[src/rtl/dlst_meas.sv]
// dlst_meas: measures the delay, in clk_dlst cycles, between a trigger pulse
// and the pulse that returns from a delay/stretch path. Reports the interval,
// a completion strobe, a timeout strobe, sticky protocol-error flags and a
// wrapping count of successful measurements.
module dlst_meas #(
  parameter int unsigned CNT_W   = 37,
  parameter int unsigned TIMEOUT = 200000000,
  parameter bit          SYNC_EN = 1'b1,
  parameter int unsigned NM_W    = 16
) (
  input  logic             clk_dlst,
  input  logic             rst,
  input  logic             start,
  input  logic             stop,
  input  logic             clr,
  output logic             busy,
  output logic [CNT_W-1:0] meas,
  output logic             valid,
  output logic             tout,
  output logic             err_ovl,
  output logic             err_stray,
  output logic [NM_W-1:0]  n_meas
);

  // Interval limit expressed at counter width.
  localparam logic [CNT_W-1:0] TOUT_C = CNT_W'(TIMEOUT);

  typedef enum logic {
    IDLE = 1'b0,
    RUN  = 1'b1
  } state_t;

  // Rising edge of a level: high now, low on the previous cycle.
  function automatic logic rise(input logic cur, input logic prev);
    return cur & ~prev;
  endfunction

  logic             st_s;
  logic             sp_s;
  logic             st_d_r;
  logic             sp_d_r;
  logic             st_e_s;
  logic             sp_e_s;
  logic [NM_W-1:0]  n_base_s;
  state_t           state_r;
  logic [CNT_W-1:0] cnt_r;

  // Both inputs see exactly the same path, so synchroniser latency cancels
  // out of the measured interval.
  generate
    if (SYNC_EN) begin : g_sync
      logic [1:0] st_sync_r;
      logic [1:0] sp_sync_r;

      // Two-flop synchronisers for start and stop.
      always_ff @(posedge clk_dlst or posedge rst) begin
        if (rst) begin
          st_sync_r <= 2'b00;
          sp_sync_r <= 2'b00;
        end else begin
          st_sync_r <= {st_sync_r[0], start};
          sp_sync_r <= {sp_sync_r[0], stop};
        end
      end

      assign st_s = st_sync_r[1];
      assign sp_s = sp_sync_r[1];
    end else begin : g_direct
      assign st_s = start;
      assign sp_s = stop;
    end
  endgenerate

  // Delayed copies of the (synchronised) inputs for edge detection.
  always_ff @(posedge clk_dlst or posedge rst) begin
    if (rst) begin
      st_d_r <= 1'b0;
      sp_d_r <= 1'b0;
    end else begin
      st_d_r <= st_s;
      sp_d_r <= sp_s;
    end
  end

  assign st_e_s = rise(st_s, st_d_r);
  assign sp_e_s = rise(sp_s, sp_d_r);

  // A clear coinciding with a success still leaves that success counted.
  assign n_base_s = clr ? {NM_W{1'b0}} : n_meas;

  // Measurement FSM with all outputs registered; strobes default low so
  // valid/tout can never last two cycles.
  always_ff @(posedge clk_dlst or posedge rst) begin
    if (rst) begin
      state_r   <= IDLE;
      cnt_r     <= {CNT_W{1'b0}};
      meas      <= {CNT_W{1'b0}};
      valid     <= 1'b0;
      tout      <= 1'b0;
      busy      <= 1'b0;
      err_ovl   <= 1'b0;
      err_stray <= 1'b0;
      n_meas    <= {NM_W{1'b0}};
    end else begin
      valid <= 1'b0;
      tout  <= 1'b0;
      if (clr) begin
        err_ovl   <= 1'b0;
        err_stray <= 1'b0;
        n_meas    <= {NM_W{1'b0}};
      end else begin
        n_meas <= n_meas;
      end
      case (state_r)
        IDLE: begin
          if (st_e_s) begin
            // Start wins over a coincident stop; that stop is not stray.
            state_r <= RUN;
            cnt_r   <= CNT_W'(1);
            busy    <= 1'b1;
          end else if (sp_e_s) begin
            err_stray <= 1'b1;
          end else begin
            cnt_r <= {CNT_W{1'b0}};
          end
        end
        RUN: begin
          if (st_e_s) begin
            // Re-trigger while busy is flagged but does not restart timing.
            err_ovl <= 1'b1;
          end else begin
            err_ovl <= clr ? 1'b0 : err_ovl;
          end
          if (sp_e_s) begin
            // A stop in the very cycle the limit is reached is a success.
            meas    <= cnt_r;
            valid   <= 1'b1;
            n_meas  <= n_base_s + NM_W'(1);
            state_r <= IDLE;
            busy    <= 1'b0;
            cnt_r   <= {CNT_W{1'b0}};
          end else if (cnt_r >= TOUT_C) begin
            tout    <= 1'b1;
            state_r <= IDLE;
            busy    <= 1'b0;
            cnt_r   <= {CNT_W{1'b0}};
          end else begin
            cnt_r <= cnt_r + CNT_W'(1);
          end
        end
        default: begin
          state_r <= IDLE;
          busy    <= 1'b0;
          cnt_r   <= {CNT_W{1'b0}};
        end
      endcase
    end
  end

endmodule

[config.mk]
export PLATFORM = sky130hd
export DESIGN_NAME = dlst_meas
export DESIGN_NICKNAME = d
export VERILOG_FILES = /design/src/rtl/dlst_meas.sv
export SDC_FILE = /design/constraint.sdc
export NUM_CORES = 1
export LEC_CHECK = 0
export CAP_MARGIN = 20
export CORE_MARGIN = 2
export CORE_UTILIZATION = 56
export CTS_CLUSTER_DIAMETER = 50
export DETAILED_ROUTE_END_ITERATION = 10
export PLACE_DENSITY = 0.81
export SLEW_MARGIN = 40
export SYNTH_ARGS = -nofsm -noshare
export SYNTH_HDL_FRONTEND = slang
export SYNTH_SLANG_ARGS = --single-unit
[constraint.sdc]
create_clock -name clk_dlst -period 9.63 [get_ports clk_dlst]
set_input_delay 1.4445 -clock clk_dlst [delete_from_list [all_inputs] [get_ports clk_dlst]]
set_output_delay 1.4445 -clock clk_dlst [all_outputs]
set_load 0.05 [all_outputs]
======== Yosys cells after proc, flatten, opt, wreduce, memory -nomap -nowiden ========
Cells that the tools add are included.
storage, ports and cells
  output and inout bits ................... 58
  flip-flop bits (word level) ............. 102
  input bits .............................. 5
  logic and storage cells ................. 54
cells by class
  eq/ne operators ......................... 3
  bitwise operators ....................... 5
  $add $sub $neg .......................... 2
  reductions and logical operators ........ 2
  magnitude comparators ................... 1
  muxes and demuxes ....................... 28
operator list
  cell                     count
  $mux W37                 4
  $pmux W37 S2             1
  $mux W16                 3
  $add A37 B1 Y37 const B  1
  $ge A37 B28 Y1 const B   1
  $mux W1                  18
  $add A16 B1 Y16 const B  1
  $pmux W1 S2              2
  $reduce_and A2 Y1        2
  $ne A3 B2 Y1 const B     1
  $ne A3 B3 Y1 const B     1
  $not A1 Y1               3
  $and A1 B1 Y1            2
  $ne A2 B2 Y1 const B     1

======== Logic depth before layout (Yosys ltp) ========
  depth in word-level cells ............... 5
  mapped depth ............................ 8
  mapped depth without buffers ............ 7

======== Worst setup path before layout ========
OpenSTA, ideal clock, no wires.
  path kind ............................... input to register
  start point ............................. input port clr
  end point ............................... register n_meas[8]
  stages on the path ...................... 8
  data arrival time ....................... 2.843 ns
  setup time .............................. 0.132 ns
  slack ................................... 6.655 ns
  path through ............................ clkbuf_1 nor2b_1 ha_1 nand4b_1 nor3_1 and3_1 xnor2_1 nor2_1
on the way
  cells in the longest elaborated chain, start to end .. 4
ends and longest elaborated chain
  what                  RTL line  text
  start, declared       15        input logic clr,
  $mux W16 (*)          89, 107
  $add A16 B1 Y16       138       n_meas <= n_base_s + NM_W'(1);
  $mux W16              134       if (sp_e_s) begin
  $mux W16 (*)          114       case (state_r)
  end signal, assigned  110       n_meas <= {NM_W{1'b0}};
  end signal, assigned  112       n_meas <= n_meas;
  end signal, assigned  138
  end, declared         22        output logic [NM_W-1:0] n_meas
Mark *: on every way between the ends. The rest lies on a longest branch, timed or not.
A chain may end at the register's enable or synchronous reset.

======== Worst setup path in the final report ========
Ends and elaborated chain as after synthesis.

==> results.toml <==
[global_routing]
grt_use_total_pct = 23.79
grt_max_degree = 75
grt_pass1_wl_um = 16570
grt_pass1_vias = 3520
antenna_found_initial = 0
overflow = 0

[detailed_routing]
drt_first_pass_iters = 5
vias = 3616
wl_per_cell_um = 14.97
drtAntennaViolNets = 0
drt-total-wl_um = 9567
drt_iter0_drc = 219
viasPerCell = 5.659
remaining_drc_errors = 0

[finish]
nNetsFinal = 541
antennaDiodeCount = 0
drive_gt1_share_pct = 5.028
area_growth_pct = 19.65

[floorplanning]
ios = 63
core_region_area_um2 = 7807
initial_core_util_pct = 58.30
die_w_um = 94.16
die_y_um = 94.16
rows = 32
die_area_um2 = 8865

[synth]
synth-edff-count = 0
syn_inst = 476
synthFlopType = "dfrtp_1"
yosys_register_bits = 102
syn_area_um2 = 4552
syn-mean-instance-area_um2 = 9.563
synthesis.nets = 484
ys_async_sr_fraction_pct = 100.0
yosys_warnings = 0
ys_types = 44
synth-seq-area-share_pct = 56.07

[setup_path]
crit_required_ps = 9870
path_max_fanout = 18
critical_path_class = "in2reg"
timing.rr.start = "st_d_r"
cp-start-kind = "input pin"
end_kind = "flip-flop"
worstPathArrival_ps = 3820
worstSetupStartpoint = "clr"

[pwr]
power.total_mw = 0.8037
ir_drop_v = 0.00008719
power_leakage_nw = 2.430
powerDensity_nw_per_um2 = 147.6

[cts]
path_clk_slew_ps = 90
htreeDepth = 3
clk_latency_ps = 370
cts_root_buffer = "clkbuf_8"
cts_inserted_buffers = 9
cts.path.max_buffers = 2
ctsHoldBuffers = 0
ctsResizeCount = 0
clock-sinks = 102
cts_setup_buffers = 0
cts_tree = "yes"

[timing]
min_period_ps = 3582
hold_slack_ps = 350.2
grt_setup_unrepaired = "false"
max-slew-margin-rel_pct = 47.23
setup_tns_ps = 0
fin_crit_sh_pct = 37.19
maxSlewViolCount = 0
setup_viol = 0
worst_slew_pin_slew_ps = 786.7
finalHoldViolations = 0
skew_ps = 7.951
fmax_ghz = 0.2792

[placed_design]
post-dp-hpwl_um = 6433
gp_congestion = 0.8755
io_buffers = 62

[run]
cap_violations = 0

[status]
status = "complete, no violations"

[min_path]
hold_class = "reg2reg"
worstHoldStart = "g_sync.st_sync_r[0]"
==> metal layers <==
metal | global-route usage [%] | share of wire, % | vias to the layer above
met5 | 0 | 0 | -
met4 | 10.27 | 1.7 | 0
met3 | 3.050 | 4.3 | 15
met2 | 38.39 | 47 | 108
met1 | 32.54 | 47 | 1769
li1 | - | - | 1724
==> flip-flops by register name, summed over array words and instances (netlist names) <==
signal and flops:
meas 37, st_d_r 1, cnt_r 37, busy 1
err_ovl 1, state_r 1, err_stray 1, n_meas 16
tout 1, sp_d_r 1, g_sync.sp_sync_r 2, g_sync.st_sync_r 2
valid 1
==> placed cells by master (no fill, tap or decap), types with 2 or more instances in the layout <==
master | synthesis | final
nor4bb_1 | 2 | 2
dfrtp_1 | 102 | 102
o31ai_1 | 2 | 2
nand4_1 | 10 | 10
o21ai_0 | 10 | 10
xnor2_1 | 25 | 25
nor2_1 | 44 | 43
a211oi_1 | 2 | 2
o22ai_1 | 3 | 3
nor3b_1 | 2 | 2
a31oi_1 | 3 | 3
a21oi_1 | 11 | 10
and2_1 | 3 | 3
nor2b_1 | 6 | 6
clkinv_2 | 0 | 2
nor3_1 | 11 | 11
ha_1 | 3 | 3
or4_1 | 4 | 4
and4b_1 | 3 | 3
a41oi_1 | 3 | 3
nand2_1 | 121 | 121
xor2_1 | 10 | 10
nand2b_1 | 2 | 2
o211ai_1 | 2 | 2
and3_1 | 12 | 12
clkdlybuf4s50_1 | 0 | 62
and4_1 | 2 | 2
nor4_1 | 12 | 12
clkbuf_8 | 0 | 10
nand3b_1 | 3 | 3
nand3_1 | 18 | 18
buf_4 | 0 | 3
inv_1 | 13 | 12
==> worst paths after layout <==
check	end	slack (ps)	cells after the start
worst max-delay path	n_meas[8]	6050	8
worst min-delay path	g_sync.st_sync_r[1]	350	0
worst max register to register	cnt_r[25]	7170	5
worst min register to register	g_sync.st_sync_r[1]	350	0
max in group asynchronous	g_sync.sp_sync_r[0]	7250	3
min in group asynchronous	err_ovl	1410	2
==> per-stage QoR <==
stage          util (%)  setup slack (ps)  area (um^2)  instances
2_1_floorplan         -              5510         4552        476
3_3_place_gp      67.26              5822         5251        624
3_5_place_dp      67.34              5701         5258        624
4_1_cts           69.76              6072         5446        639
5_1_grt           69.76              5832         5446        639
6_report          69.76              6048         5446        639
==> cells in the mapped netlist, types with 3 or more instances <==
cell type / number / area, um^2
nand2_1: 121 / 454.2
dfrtp_1: 102 / 2552
nor2_1: 44 / 165.2
xnor2_1: 25 / 219.0
nand3_1: 18 / 90.09
inv_1: 13 / 48.80
and3_1: 12 / 75.07
nor4_1: 12 / 75.07
a21oi_1: 11 / 55.05
nor3_1: 11 / 55.05
nand4_1: 10 / 62.56
o21ai_0: 10 / 50.05
xor2_1: 10 / 87.58
buf_2: 8 / 40.04
clkbuf_1: 8 / 30.03
nor2b_1: 6 / 37.54
buf_1: 4 / 15.01
or4_1: 4 / 30.03
a31oi_1: 3 / 18.77
a41oi_1: 3 / 26.28
and2_1: 3 / 18.77
and4b_1: 3 / 30.03
ha_1: 3 / 37.54
nand3b_1: 3 / 22.52
o22ai_1: 3 / 18.77
==> where the power goes <==
part	total, mW	switching [mW]	internal (mW)
sequential	0.449	0.0100	0.439
combinational	0.0899	0.0645	0.0254
clock	0.265	0.140	0.125
==> kinds of logic (layout without fill, tap and decap cells) <==
| logic type | Yosys count | after routing | synth area share (%) |
|---|---|---|---|
| xor gates and xnor gates | 35 | 35 | 6.734 |
| buffers and inverters | 33 | 94 | 2.941 |
| and+or+nand+nor | 260 | 260 | 27.05 |
| AOI/OAI and AO/OA | 43 | 43 | 6.377 |
| adders and majority gates | 3 | 3 | 0.8247 |
| DFF | 102 | 102 | 56.07 |
==> cell type report <==
class / instances / area, um^2
Fill cell: 624 / 2361
Sequential cell: 102 / 2552
Timing Repair Buffer: 66 / 654.4
Clock buffer: 11 / 141.4
Multi-Input combinational cell: 341 / 1872
Clock inverter: 4 / 47.55
Tap cell: 102 / 127.6
Inverter: 13 / 51.30
==> critical path, cell delays in order <==
cell and delay (ps):
clkdlybuf4s50_1 710, nor2b_1 350, ha_1 220, nand4b_1 140
nor3_1 530, and3_1 260, xnor2_1 120, nor2_1 60
No activity file was read; power rests on OpenSTA's default activity.
